### src/rtl/rv_pkg.sv
// Shared types and constants for the integer register-file write side.
package rv_pkg;
  localparam int XLEN       = 32;
  localparam int REG_ADDR_W = 5;

  typedef struct packed {
    logic [REG_ADDR_W-1:0] rd;
    logic [XLEN-1:0]       data;
  } wb_req_t;
endpackage

### src/rtl/ld_return_fifo.sv
// Synchronous FIFO buffering load returns until they win the write port.
module ld_return_fifo
  import rv_pkg::*;
#(
  parameter int LD_DEPTH = 2
) (
  input  logic                      clk,
  input  logic                      rst,
  input  logic                      push,
  input  wb_req_t                   din,
  input  logic                      pop,
  output logic                      full,
  output logic                      empty,
  output logic [$clog2(LD_DEPTH):0] count,
  output wb_req_t                   head
);
  localparam int AW = $clog2(LD_DEPTH);

  // Extra pointer MSB distinguishes full from empty when the indices match.
  logic [AW:0] wptr, rptr;
  wb_req_t     mem [LD_DEPTH];

  assign empty = (wptr == rptr);
  assign full  = (wptr[AW] != rptr[AW]) && (wptr[AW-1:0] == rptr[AW-1:0]);
  assign count = wptr - rptr;
  assign head  = mem[rptr[AW-1:0]];

  always_ff @(posedge clk) begin
    if (rst) begin
      wptr <= '0;
      rptr <= '0;
    end else begin
      if (push && !full)  wptr <= wptr + 1'b1;
      if (pop  && !empty) rptr <= rptr + 1'b1;
    end
  end

  always_ff @(posedge clk) begin
    if (push && !full) mem[wptr[AW-1:0]] <= din;
  end
endmodule

### src/rtl/rf_writeback_arbiter.sv
// Merges ALU results and buffered load returns onto the single register-file
// write port, and tracks pending loads so decode can stall on their operands.
module rf_writeback_arbiter #(
  parameter int XLEN     = rv_pkg::XLEN,
  parameter int LD_DEPTH = 2,
  parameter int MAX_WAIT = 4
) (
  input  logic                          clk,
  input  logic                          rst,
  input  logic                          alu_valid,
  input  logic [rv_pkg::REG_ADDR_W-1:0] alu_rd,
  input  logic [XLEN-1:0]               alu_wd,
  output logic                          alu_stall,
  input  logic                          ld_issue,
  input  logic [rv_pkg::REG_ADDR_W-1:0] ld_issue_rd,
  input  logic                          ld_valid,
  input  logic [rv_pkg::REG_ADDR_W-1:0] ld_rd,
  input  logic [XLEN-1:0]               ld_data,
  output logic                          ld_ready,
  input  logic [rv_pkg::REG_ADDR_W-1:0] rs1,
  input  logic [rv_pkg::REG_ADDR_W-1:0] rs2,
  output logic                          rs1_busy,
  output logic                          rs2_busy,
  output logic [rv_pkg::REG_ADDR_W-1:0] a3,
  output logic [XLEN-1:0]               wd,
  output logic                          wen
);
  import rv_pkg::*;

  localparam int CW     = $clog2(LD_DEPTH) + 1;
  localparam int WAIT_W = $clog2(MAX_WAIT + 1);
  localparam int NREG   = 2 ** REG_ADDR_W;
  localparam logic [CW-1:0]     DEPTH_C  = CW'(LD_DEPTH);
  localparam logic [WAIT_W-1:0] WAIT_MAX = WAIT_W'(MAX_WAIT);

  logic              fifo_full, fifo_empty, push, grant_ld, grant_alu;
  logic [CW-1:0]     fifo_count;
  wb_req_t           fifo_in, head;
  logic [WAIT_W-1:0] wait_q;
  logic [NREG-1:0]   busy_q, busy_d;

  assign fifo_in  = '{rd: ld_rd, data: ld_data};
  // Readiness comes from the registered count only, so a pop never frees a
  // slot for a push in the same cycle.
  assign ld_ready = (fifo_count < DEPTH_C);
  assign push     = ld_valid && ld_ready;

  ld_return_fifo #(.LD_DEPTH(LD_DEPTH)) u_fifo (
    .clk   (clk),
    .rst   (rst),
    .push  (push),
    .din   (fifo_in),
    .pop   (grant_ld),
    .full  (fifo_full),
    .empty (fifo_empty),
    .count (fifo_count),
    .head  (head)
  );

  // Loads yield to the ALU until the head has been passed over MAX_WAIT times.
  assign grant_ld  = !fifo_empty && (!alu_valid || wait_q == WAIT_MAX);
  assign grant_alu = !grant_ld && alu_valid;
  assign alu_stall = alu_valid && grant_ld;

  always_ff @(posedge clk) begin
    if (rst)                                 wait_q <= '0;
    else if (fifo_empty || grant_ld)         wait_q <= '0;
    else if (grant_alu && wait_q != WAIT_MAX) wait_q <= wait_q + 1'b1;
  end

  always_ff @(posedge clk) begin
    if (rst) begin
      a3  <= '0;
      wd  <= '0;
      wen <= 1'b0;
    end else if (grant_ld) begin
      a3  <= head.rd;
      wd  <= head.data;
      wen <= (head.rd != '0);
    end else if (grant_alu) begin
      a3  <= alu_rd;
      wd  <= alu_wd;
      wen <= (alu_rd != '0);
    end else begin
      wen <= 1'b0;
    end
  end

  // Set is applied after clear so a same-cycle reissue keeps the register busy.
  always_comb begin
    busy_d = busy_q;
    if (grant_ld && head.rd != '0)        busy_d[head.rd]     = 1'b0;
    if (ld_issue && ld_issue_rd != '0)    busy_d[ld_issue_rd] = 1'b1;
    busy_d[0] = 1'b0;
  end

  always_ff @(posedge clk) begin
    if (rst) busy_q <= '0;
    else     busy_q <= busy_d;
  end

  assign rs1_busy = busy_q[rs1];
  assign rs2_busy = busy_q[rs2];

  ld_push_when_full: assert property (@(posedge clk) disable iff (rst)
    !(ld_valid && fifo_full));
endmodule

### config.mk
export PLATFORM = sky130hd
export DESIGN_NAME = rf_writeback_arbiter
export DESIGN_NICKNAME = d
export VERILOG_FILES = /design/src/rtl/rv_pkg.sv /design/src/rtl/ld_return_fifo.sv /design/src/rtl/rf_writeback_arbiter.sv
export SDC_FILE = /design/constraint.sdc
export NUM_CORES = 1
export LEC_CHECK = 0
export BUFFER_PORTS_ARGS = -buffer_cell sky130_fd_sc_hd__buf_2
export CORE_MARGIN = 2
export CORE_UTILIZATION = 53
export CTS_BUF_LIST = sky130_fd_sc_hd__clkbuf_4
export DETAILED_ROUTE_END_ITERATION = 10
export PLACE_DENSITY_LB_ADDON = 0.15
export SLEW_MARGIN = 10
export SYNTH_ARGS = -nofsm -noshare
export SYNTH_HDL_FRONTEND = slang
export SYNTH_SLANG_ARGS = --single-unit
### constraint.sdc
create_clock -name clk -period 9.75 [get_ports clk]
set_clock_uncertainty 0.1 [all_clocks]
set_input_delay 1.4625 -clock clk [delete_from_list [all_inputs] [get_ports clk]]
set_output_delay 1.4625 -clock clk [all_outputs]
set_load 0.1 [all_outputs]
==> qor.csv <==
stage;metric;value;unit
global_routing;grt_max_degree;46;
status;status;complete, no violations;
clocking;clock_latency;0.56;ns
layout;nets;761;
timing;max_freq;226;MHz
timing;rsz0062_at_grt;no;
yosys;yosys-top-cells-area;edfxtp_1, dfxtp_1, mux2i_1, mux2_2, o2bb2ai_1;
yosys;synth_edf_count;74;
layout;syn2layout_area_growth;17.2;%
placed_design;dpl_worst_slack;5.31;ns
power_and_ir_drop;power.internal;1.32;mW
worst_setup_path;critPathSlowestCell;mux4_2;
worst_setup_path;cpMostUsedCell;buf_2;
power_and_ir_drop;ir_worst_vdd;219;µV
worst_setup_path;cp_slowest_stage_delay;0.52;ns
power_and_ir_drop;p_sw;0.966;mW
timing;whs;0.368;ns
timing;report.final.hold_viol_count;0;
timing;finalCritPeriodShare;45.4;%
routing;dr.first_iter.drc_count;212;
timing;min_period;4.43;ns
timing;setup_tns;0;ns
yosys;ys_ff_latch;151;
power_and_ir_drop;share_seq_of_total_power;37.6;%
global_routing;grt_pass1_wl;23.0;mm
power_and_ir_drop;power_frac_comb;40.2;%
worst_setup_path;path_delay_family;buffers and inverters;
routing;ant_nets;0;
timing;setup_slack;5.32;ns
yosys;ys.flop_type;dfxtp_1;
yosys;yosysUniqueCellTypes;46;
yosys;synth_common_cells;dfxtp_1, edfxtp_1, o21ai_0, mux2i_1, mux2_2;
layout;drive_gt1_share;33.5;%
timing;setup-violations-final;0;
global_routing;grt_usage;22.4;%
yosys;syn-mean-instance-area;12.4;µm²
clocking;postCtsSetupBuffers;0;
timing;drv_slew;0;
yosys;yosysSeqAreaShare;56.3;%
floorplanning;start_util;53.6;%
floorplanning;core;12500;µm²
power_and_ir_drop;finalPower;2.28;mW
global_routing;grt_pass1_vias;4613;
clocking;cts_tree;built;
power_and_ir_drop;p_leak;2.96;nW
clocking;cts_buffers;17;
floorplanning;die_w;116;µm
global_routing;grt_overflow;0;
placed_design;gp_congestion;0.823;
yosys;yosysMostFrequentCell;dfxtp_1;
clocking;cts_max_level;4;
power_and_ir_drop;pwr-share-clk;22.2;%
clocking;clock_sinks;151;
yosys;yosysWarnings;0;
yosys;synth_nets;634;
placed_design;io_buffers;135;
routing;via_per_inst;5.62;
worst_setup_path;worst_ep_arrival_time;2.87;ns
floorplanning;die_h;116;µm
worst_setup_path;path_buf_inv;2;
timing;slew_headroom;32.8;%
worst_setup_path;start_kind;primary input;
yosys;netlist_area;6680;µm²
power_and_ir_drop;powerDensity;291;nW/µm²
clocking;path_clk_slew;0.11;ns
worst_setup_path;cp.required;8.19;ns
placed_design;dp_hpwl;10.3;mm
clocking;cts_resized;0;
layout;fin_util;62.8;%
floorplanning;placementRows;41;
routing;wl_per_cell;17.2;µm
floorplanning;io_pins;136;
yosys;yosysTopAreaCellShare;33.3;%
global_routing;antenna_found_initial;1;
yosys;synth_top_cell_by_area;edfxtp_1;
clocking;clk_path_buf_depth;2;
clocking;cts_root_buffer;clkbuf_4;
worst_setup_path;critical_path.max_fanout;10;
worst_setup_path;crit_path_end_kind;output port;
routing;drtPass1Iterations;5;
min_path;hp-class;reg -> reg;
timing;worstMarginPinSlew;1.01;ns
routing;drc_errors;0;
clocking;postCtsHoldBufs;0;
routing;num_vias;4773;
power_and_ir_drop;switching_share;42.3;%
yosys;ys_async_sr_fraction;0;%
routing;wl;14.6;mm
floorplanning;die_area;13500;µm²
yosys;synthCells;537;
flow_run;max_cap_violations;0;
worst_setup_path;critPathKind;in -> out;
worst_setup_path;crit_path_cell_trace;buf_2, mux4_2, nand2b_1, o2111ai_1, nand4_1, buf_2;
## per-stage QoR
step | area (µm²) | cells
after floorplan | 6680 | 537
after global routing | 7830 | 849
after CTS | 7830 | 849
after global placement | 7430 | 817
after detailed placement | 7430 | 817
final | 7830 | 850
## layout make-up
class,instances,area (µm²)
antenna,1,2.50
clock buffer,19,143
clock inverter,13,250
fill,1006,4640
inverter,12,45.0
multi-input combinational,344,2710
sequential,151,3760
tap,172,215
timing repair buffer,138,698
## cells by family (layout without fill, tap and decap cells)
family | Yosys count | after routing | synth area share, %
xor+xnor | 5 | 5 | 0.656
flops | 151 | 151 | 56.3
buf+inv | 42 | 182 | 3.24
compound gates | 134 | 134 | 13.2
fa+ha+maj | 3 | 3 | 0.562
mux | 103 | 103 | 17.3
other cells | 0 | 1 | 0
simple gates | 99 | 99 | 8.75
## routing by layer
layer | GRT usage [%] | share of wire (%) | routed length, µm
met5 | 0 | 0 | 0
met4 | 8.81 | 1.8 | 267
met3 | 8.77 | 8.8 | 1290
met2 | 35.3 | 47 | 6910
met1 | 28.0 | 42 | 6150
## path summary, 6_finish.rpt
kind | start | to | slack, ns | cells past startpoint
worst min-delay path | wd[25]$_SDFFE_PP0P_ | wd[25]$_SDFFE_PP0P_ | 0.37 | 1
worst max register to register | u_fifo.rptr[1]$_SDFFE_PP0P_ | u_fifo.mem[0][2]$_DFFE_PP_ | 6.80 | 4
worst max-delay path | rs1[1] | rs1_busy | 5.32 | 6
worst min register to register | wd[25]$_SDFFE_PP0P_ | wd[25]$_SDFFE_PP0P_ | 0.37 | 1
## worst reg2reg max path, stage by stage (launching register included)
cell and delay [ns]:
dfxtp_1 0.38, xor2_1 0.63, mux2_2 0.46, or3_1 0.35, inv_2 0.64
## flip-flops by register name, summed over array words and instances, names as in the netlist, named ones only
| name | cells |
|---|---|
| wait_q | 3 |
| u_fifo.rptr | 2 |
| busy_q | 31 |
| wd | 32 |
| u_fifo.mem | 74 |
| a3 | 5 |
| u_fifo.wptr | 2 |
| wen | 1 |
## layout by cell type, fill, tap and decap left out, types with 4 or more instances in the layout
cell type	instances
buf_2	135
bufinv_16	7
edfxtp_1	74
nand3_1	12
nor2_1	14
dfxtp_1	76
a22oi_1	4
mux2i_1	58
nand3b_1	5
o2bb2ai_1	37
nor2b_1	28
inv_1	11
clkbuf_4	19
or2_2	5
o21ai_0	61
mux2_2	39
mux4_2	6
nand2_1	6
a21oi_1	14
o2111ai_1	6
nand2b_1	6
## power groups by stage
stage / logic [mW] / clock network (mW) / registers (mW)
after CTS: 0.926 / 0.514 / 0.859
after global routing: 0.969 / 0.542 / 0.873
final: 0.916 / 0.507 / 0.858
after floorplan: 0.414 / 0 / 1.22
after global placement: 0.913 / 0 / 0.866
after detailed placement: 0.924 / 0 / 0.871
Note: power is estimated with default switching activity, not from simulation.
